**src/rtl/pwm_peripheral_pkg.sv**
```systemverilog
// Shared constants, types and helper functions for the PWM pin driver.
package pwm_peripheral_pkg;

  localparam int PWM_CNT_W        = 8;
  localparam int PWM_PERIOD_TICKS = 256;
  localparam int NUM_PINS         = 16;

  typedef logic [PWM_CNT_W-1:0] pwm_cnt_t;
  typedef logic [NUM_PINS-1:0]  pin_vec_t;

  localparam pwm_cnt_t DUTY_FULL = 8'hFF;

  // Waveform level for one counter position. Full scale is special-cased so
  // that 0xFF stays high through pwm_cnt == 255 instead of dropping one tick.
  function automatic logic pwm_level_f(input pwm_cnt_t cnt, input pwm_cnt_t duty);
    if (duty == DUTY_FULL) begin
      return 1'b1;
    end
    return (cnt < duty);
  endfunction

  // Per-pin function: output enable clear wins, then PWM select picks the
  // shared waveform, otherwise the pin is held high.
  function automatic pin_vec_t pin_drive_f(input pin_vec_t en_out,
                                           input pin_vec_t en_pwm,
                                           input logic     level);
    return en_out & (~en_pwm | {NUM_PINS{level}});
  endfunction

endpackage

```
**src/rtl/pwm_peripheral_if.sv**
```systemverilog
// Control-register bundle from the SPI register block into the PWM pin driver.
interface pwm_peripheral_if;
  import pwm_peripheral_pkg::*;

  logic     [7:0] en_reg_out_7_0;
  logic     [7:0] en_reg_out_15_8;
  logic     [7:0] en_reg_pwm_7_0;
  logic     [7:0] en_reg_pwm_15_8;
  pwm_cnt_t       pwm_duty_cycle;

  modport master (
    output en_reg_out_7_0,
    output en_reg_out_15_8,
    output en_reg_pwm_7_0,
    output en_reg_pwm_15_8,
    output pwm_duty_cycle
  );

  modport slave (
    input en_reg_out_7_0,
    input en_reg_out_15_8,
    input en_reg_pwm_7_0,
    input en_reg_pwm_15_8,
    input pwm_duty_cycle
  );

endinterface

```
**src/rtl/pwm_peripheral_timebase.sv**
```systemverilog
// Prescaler plus 8-bit PWM counter. One PWM period is 256 * CLK_DIV clk cycles.
// CLK_DIV must lie in 1..65535 and fit PRE_W (CLK_DIV <= 2**PRE_W).
module pwm_peripheral_timebase
  import pwm_peripheral_pkg::*;
#(
  parameter int CLK_DIV = 13,
  parameter int PRE_W   = 16
) (
  input  logic     clk,
  input  logic     rst,
  output logic     tick,
  output logic     wrap,
  output pwm_cnt_t pwm_cnt
);

  localparam logic [PRE_W-1:0] PRE_LAST = PRE_W'(CLK_DIV - 1);
  localparam pwm_cnt_t         CNT_LAST = pwm_cnt_t'(PWM_PERIOD_TICKS - 1);

  logic [PRE_W-1:0] pre_cnt;

  // Tick on the last prescaler state; wrap is the tick that ends a period.
  always_comb begin
    tick = (pre_cnt == PRE_LAST);
    wrap = tick && (pwm_cnt == CNT_LAST);
  end

  // Prescaler counts 0..CLK_DIV-1; with CLK_DIV=1 it sits at 0 and ticks every clk.
  always_ff @(posedge clk or posedge rst) begin
    if (rst) begin
      pre_cnt <= '0;
    end else if (tick) begin
      pre_cnt <= '0;
    end else begin
      pre_cnt <= pre_cnt + PRE_W'(1);
    end
  end

  // PWM counter advances once per tick and rolls 255 -> 0 without stalling.
  always_ff @(posedge clk or posedge rst) begin
    if (rst) begin
      pwm_cnt <= '0;
    end else if (tick) begin
      pwm_cnt <= pwm_cnt + pwm_cnt_t'(1);
    end
  end

endmodule

```
**src/rtl/pwm_peripheral.sv**
```systemverilog
// Drives the 16 chip pins low, high or with a shared 8-bit PWM waveform.
// The duty cycle is shadowed and only taken at the period boundary, so a
// period in flight always finishes with the duty it started with.
module pwm_peripheral
  import pwm_peripheral_pkg::*;
#(
  parameter int CLK_DIV = 13,
  parameter int PRE_W   = 16
) (
  input  logic              clk,
  input  logic              rst,
  pwm_peripheral_if.slave   cfg,
  output logic [7:0]        out_7_0,
  output logic [7:0]        out_15_8,
  output logic              period_start
);

  logic     tick;
  logic     wrap;
  pwm_cnt_t pwm_cnt;
  pwm_cnt_t duty_active;
  logic     pwm_level;
  pin_vec_t en_out;
  pin_vec_t en_pwm;
  pin_vec_t drive;

  pwm_peripheral_timebase #(
    .CLK_DIV (CLK_DIV),
    .PRE_W   (PRE_W)
  ) u_timebase (
    .clk     (clk),
    .rst     (rst),
    .tick    (tick),
    .wrap    (wrap),
    .pwm_cnt (pwm_cnt)
  );

  // Assemble the 16-bit enable vectors and compute the next pin drive.
  always_comb begin
    en_out    = {cfg.en_reg_out_15_8, cfg.en_reg_out_7_0};
    en_pwm    = {cfg.en_reg_pwm_15_8, cfg.en_reg_pwm_7_0};
    pwm_level = pwm_level_f(pwm_cnt, duty_active);
    drive     = pin_drive_f(en_out, en_pwm, pwm_level);
  end

  // Duty shadow: capture the requested duty only on the period-ending tick;
  // whatever is on the input at that edge is what the new period uses.
  always_ff @(posedge clk or posedge rst) begin
    if (rst) begin
      duty_active <= '0;
    end else if (tick && wrap) begin
      duty_active <= cfg.pwm_duty_cycle;
    end
  end

  // Registered pin drive and period marker; the marker lands in the clk
  // where pwm_cnt has just rolled to 0, so it never fires out of reset.
  always_ff @(posedge clk or posedge rst) begin
    if (rst) begin
      out_7_0      <= '0;
      out_15_8     <= '0;
      period_start <= 1'b0;
    end else begin
      out_7_0      <= drive[7:0];
      out_15_8     <= drive[15:8];
      period_start <= wrap;
    end
  end

endmodule

```
**src/flat_wrapper.sv**
```systemverilog
// flat-port wrapper written by rule: the top's interface ports become plain ports
module pwm_peripheral_flat import pwm_peripheral_pkg::*;
#(
  parameter int CLK_DIV = 13,
  parameter int PRE_W   = 16
)
  (clk, rst, out_7_0, out_15_8, period_start, cfg_en_reg_out_7_0, cfg_en_reg_out_15_8, cfg_en_reg_pwm_7_0, cfg_en_reg_pwm_15_8, cfg_pwm_duty_cycle);
  pwm_peripheral_if cfg_i ();
  input  logic clk;
  input  logic rst;
  output logic [7:0] out_7_0;
  output logic [7:0] out_15_8;
  output logic period_start;
  input wire logic [$bits(cfg_i.en_reg_out_7_0)-1:0] cfg_en_reg_out_7_0;
  input wire logic [$bits(cfg_i.en_reg_out_15_8)-1:0] cfg_en_reg_out_15_8;
  input wire logic [$bits(cfg_i.en_reg_pwm_7_0)-1:0] cfg_en_reg_pwm_7_0;
  input wire logic [$bits(cfg_i.en_reg_pwm_15_8)-1:0] cfg_en_reg_pwm_15_8;
  input wire logic [$bits(cfg_i.pwm_duty_cycle)-1:0] cfg_pwm_duty_cycle;
  assign cfg_i.en_reg_out_7_0 = cfg_en_reg_out_7_0;
  assign cfg_i.en_reg_out_15_8 = cfg_en_reg_out_15_8;
  assign cfg_i.en_reg_pwm_7_0 = cfg_en_reg_pwm_7_0;
  assign cfg_i.en_reg_pwm_15_8 = cfg_en_reg_pwm_15_8;
  assign cfg_i.pwm_duty_cycle = cfg_pwm_duty_cycle;
  pwm_peripheral #(.CLK_DIV(CLK_DIV), .PRE_W(PRE_W)) u_core (.clk(clk), .rst(rst), .cfg(cfg_i), .out_7_0(out_7_0), .out_15_8(out_15_8), .period_start(period_start));
endmodule
```
**config.mk**
```make
export PLATFORM = sky130hd
export DESIGN_NAME = pwm_peripheral_flat
export DESIGN_NICKNAME = d
export VERILOG_FILES = /design/src/rtl/pwm_peripheral_pkg.sv /design/src/rtl/pwm_peripheral_if.sv /design/src/rtl/pwm_peripheral_timebase.sv /design/src/rtl/pwm_peripheral.sv /design/src/flat_wrapper.sv
export SDC_FILE = /design/constraint.sdc
export NUM_CORES = 1
export LEC_CHECK = 0
export BUFFER_PORTS_ARGS = -buffer_cell sky130_fd_sc_hd__buf_2
export CORE_ASPECT_RATIO = 0.8
export CORE_MARGIN = 1
export CORE_UTILIZATION = 30
export DETAILED_ROUTE_END_ITERATION = 16
export SLEW_MARGIN = 20
export SYNTH_ARGS = -nofsm -noshare
export SYNTH_HDL_FRONTEND = slang
export SYNTH_SLANG_ARGS = --single-unit
```
**constraint.sdc**
```tcl
create_clock -name clk -period 5.3 [get_ports clk]
set_input_delay 0.53 -clock clk [delete_from_list [all_inputs] [get_ports clk]]
set_output_delay 0.53 -clock clk [all_outputs]
set_load 0.01 [all_outputs]
```
==> metrics.cfg <==
[logic_synthesis]
yosysSeqAreaShare=0.538
synth-xor-area-share=0.0768
synth_top_area_frac=0.538
netlist_area_um2=2280
synth_top_family_by_area=simple AND/OR/NAND/NOR gates
yosys.cell_types.count=33
yosys-mux-area-fraction=0.0625
yosys_warnings=0
synth-simple-area-share=0.134
synth_area_leaders=dfrtp_1 54%, ha_1 5.5%, xnor2_1 5.4%
ys_ff_latch=49
synth_fa_ha_area_frac=0.0549
netlist_instances=196
syn-num-nets=248
synth_compound_area_frac=0.0675
yosys.area.top_type=dfrtp_1
syn_area_per_cell_um2=11.6

[routing]
wl_um=4140
via_count=1559
avgRoutedWirePerCell_um=11.5
viasPerCell=4.32
drt_iter0_markers=74
drcViolationCount=0
drt.antenna.violating_nets=0
dr.pass1.iters=5

[clocking]
cts-htree-levels=2
hold_buffers=0
cts_sinks=49
ctsResizeCount=0
cts_buffers=5
clockBufferDepth=2
cts_tree=done
clockRootBuffer=clkbuf_8
post_cts_buffers=0
clkTransAtPathRegs_ns=0.09
clock_insertion_delay_worst_skew_ns=0.30

[pwr]
switching_share=0.218
internal-power_mw=0.549
p_clk_frac=0.380
power_frac_seq=0.550
p_per_area_nw_per_um2=254
p_leak_nw=1.40
p_comb_frac=0.069
ir_drop_v=0.000156
p_switching_mw=0.153

[final_layout]
mostFrequentLayoutCells=58 x buf_2, 49 x dfrtp_1, 27 x inv_1, 16 x a31oi_1, 14 x xnor2_1
layout.nets=307
drive_above_1_share=0.316
area_growth_pct=21.4
finalNonFillerCells=361
final_common_cell=buf_2
final_core_util=0.375
diodes=0
final_cell_area_um2=2770

[grt]
grt_usage=0.119
grt_first_pass_wirelength_um=7260
grt_pass1_vias=1534
grt_use_met3=0.0368
grt_util_met2=0.181
busiest_layer=met2
overflow=0
grt_start_max_net_pins=50
use_met1=0.155
antenna_found_initial=0

[worst_setup_path]
startpoint_type=flop
cp_max_fo=15
worstSetupPathType=reg2reg
cp_data_arrival_time_ns=2.33
crit_required_ns=5.49
r2r_slack_ns=3.16
end_kind=flop

[place]
placed_area_um2=2660
port_buffers=58
dp_hpwl_um=2940
place_inst=353
routabilityCongestion=0.745

[sta]
slew-limit-headroom=0.438
setup_viol_count_final=0
rsz0062_at_grt=no
fmax_mhz=468
tns_ns=0
drv_slew=0
fin_crit_ns=2.14
worst_pin_slew_ns=0.842
fin_crit_sh=0.403
hold_viol_final=0
fin_skew_ns=0.00975

[die]
ios=59
core_um2=7390
initial_core_util=0.309
rows=28
die_width_um=99.5
die-height_um=80.0
die_area_um2=7960

[run]
cap_viol_max_count=0

[status]
status=finished, final reports clean

[worst_hold_path]
hold_class=in2async

## power groups by stage
stage	clock (mW)	sequential [mW]	combinational (mW)
after floorplan	0	0.397	0.0204
after global placement	0	0.394	0.0487
after detailed placement	0	0.394	0.0495
after CTS	0.277	0.387	0.0498
after global routing	0.293	0.388	0.0554
final	0.267	0.387	0.0486
## state kept, by name, indices dropped and copies added (netlist names)
signal,flops
u_core.period_start,1
u_core.out_15_8,8
u_core.u_timebase.pre_cnt,16
u_core.out_7_0,8
u_core.u_timebase.pwm_cnt,8
u_core.duty_active,8
## routing by layer
layer  share of wire  vias to the layer above
met5               0                        -
met4           0.018                        0
met3           0.049                        8
met2            0.42                       43
met1            0.52                      719
li1                -                      789
## cells in the mapped netlist (all sizes together)
cell type / n
nor2: 9
nor3: 2
o21ai: 1
a2bb2oi: 1
nor4b: 1
nor4: 2
o21a: 1
nand2b: 2
ha: 10
nand2: 8
xor2: 6
nand4: 8
xnor2: 14
nor2b: 1
buf: 6
or4: 1
and4bb: 1
and4: 5
a31oi: 16
dfrtp: 49
inv: 28
a2111oi: 1
o211ai: 1
nand3: 8
a21oi: 1
mux2: 10
and3: 3
## logic make-up (layout without fill, tap and decap cells)
kind of cell | count (synthesis) | in the layout
DFF | 49 | 49
adders and majority gates | 10 | 10
buffers and inverters | 34 | 94
AOI/OAI and AO/OA | 22 | 22
muxes | 10 | 10
xor gates and xnor gates | 20 | 20
and+or+nand+nor | 51 | 51
## path summary, 6_finish.rpt
kind | cells after the start | from | to
hold / removal | 2 | rst | u_core.out_15_8[3]
min in group clk | 2 | cfg_en_reg_pwm_7_0[3] | u_core.out_7_0[3]
setup reg to reg | 6 | u_core.u_timebase.pre_cnt[0] | u_core.duty_active[1]
max in group asynchronous | 2 | rst | u_core.u_timebase.pwm_cnt[2]
hold reg to reg | 1 | u_core.u_timebase.pre_cnt[15] | u_core.u_timebase.pre_cnt[15]
setup / recovery | 6 | u_core.u_timebase.pre_cnt[0] | u_core.duty_active[1]
## worst max-delay path, cell delays in order (launching register included)
cell	delay, ns
dfrtp_1	0.44
inv_1	0.08
ha_1	0.13
nor4b_2	0.20
and4_1	0.61
nand2b_4	0.22
mux2_4	0.34
## per-stage QoR
step / power (mW) / hold WS, ns / setup slack, ns
global route: 0.736 / 0.374 / 2.98
floorplan: 0.418 / 0.443 / 3.58
detailed placement: 0.444 / 0.463 / 3.14
finish: 0.702 / 0.362 / 3.16
CTS: 0.714 / 0.382 / 3.13
global placement: 0.443 / 0.467 / 3.19
## layout make-up
type	instances	area, um^2
clock inverter	2	38.8
multi-input combinational	113	903
tap	105	131
inverter	28	106
sequential	49	1230
clock buffer	6	72.6
fill	734	4620
timing repair buffer	58	290
Note: power is estimated with default switching activity, not from simulation.
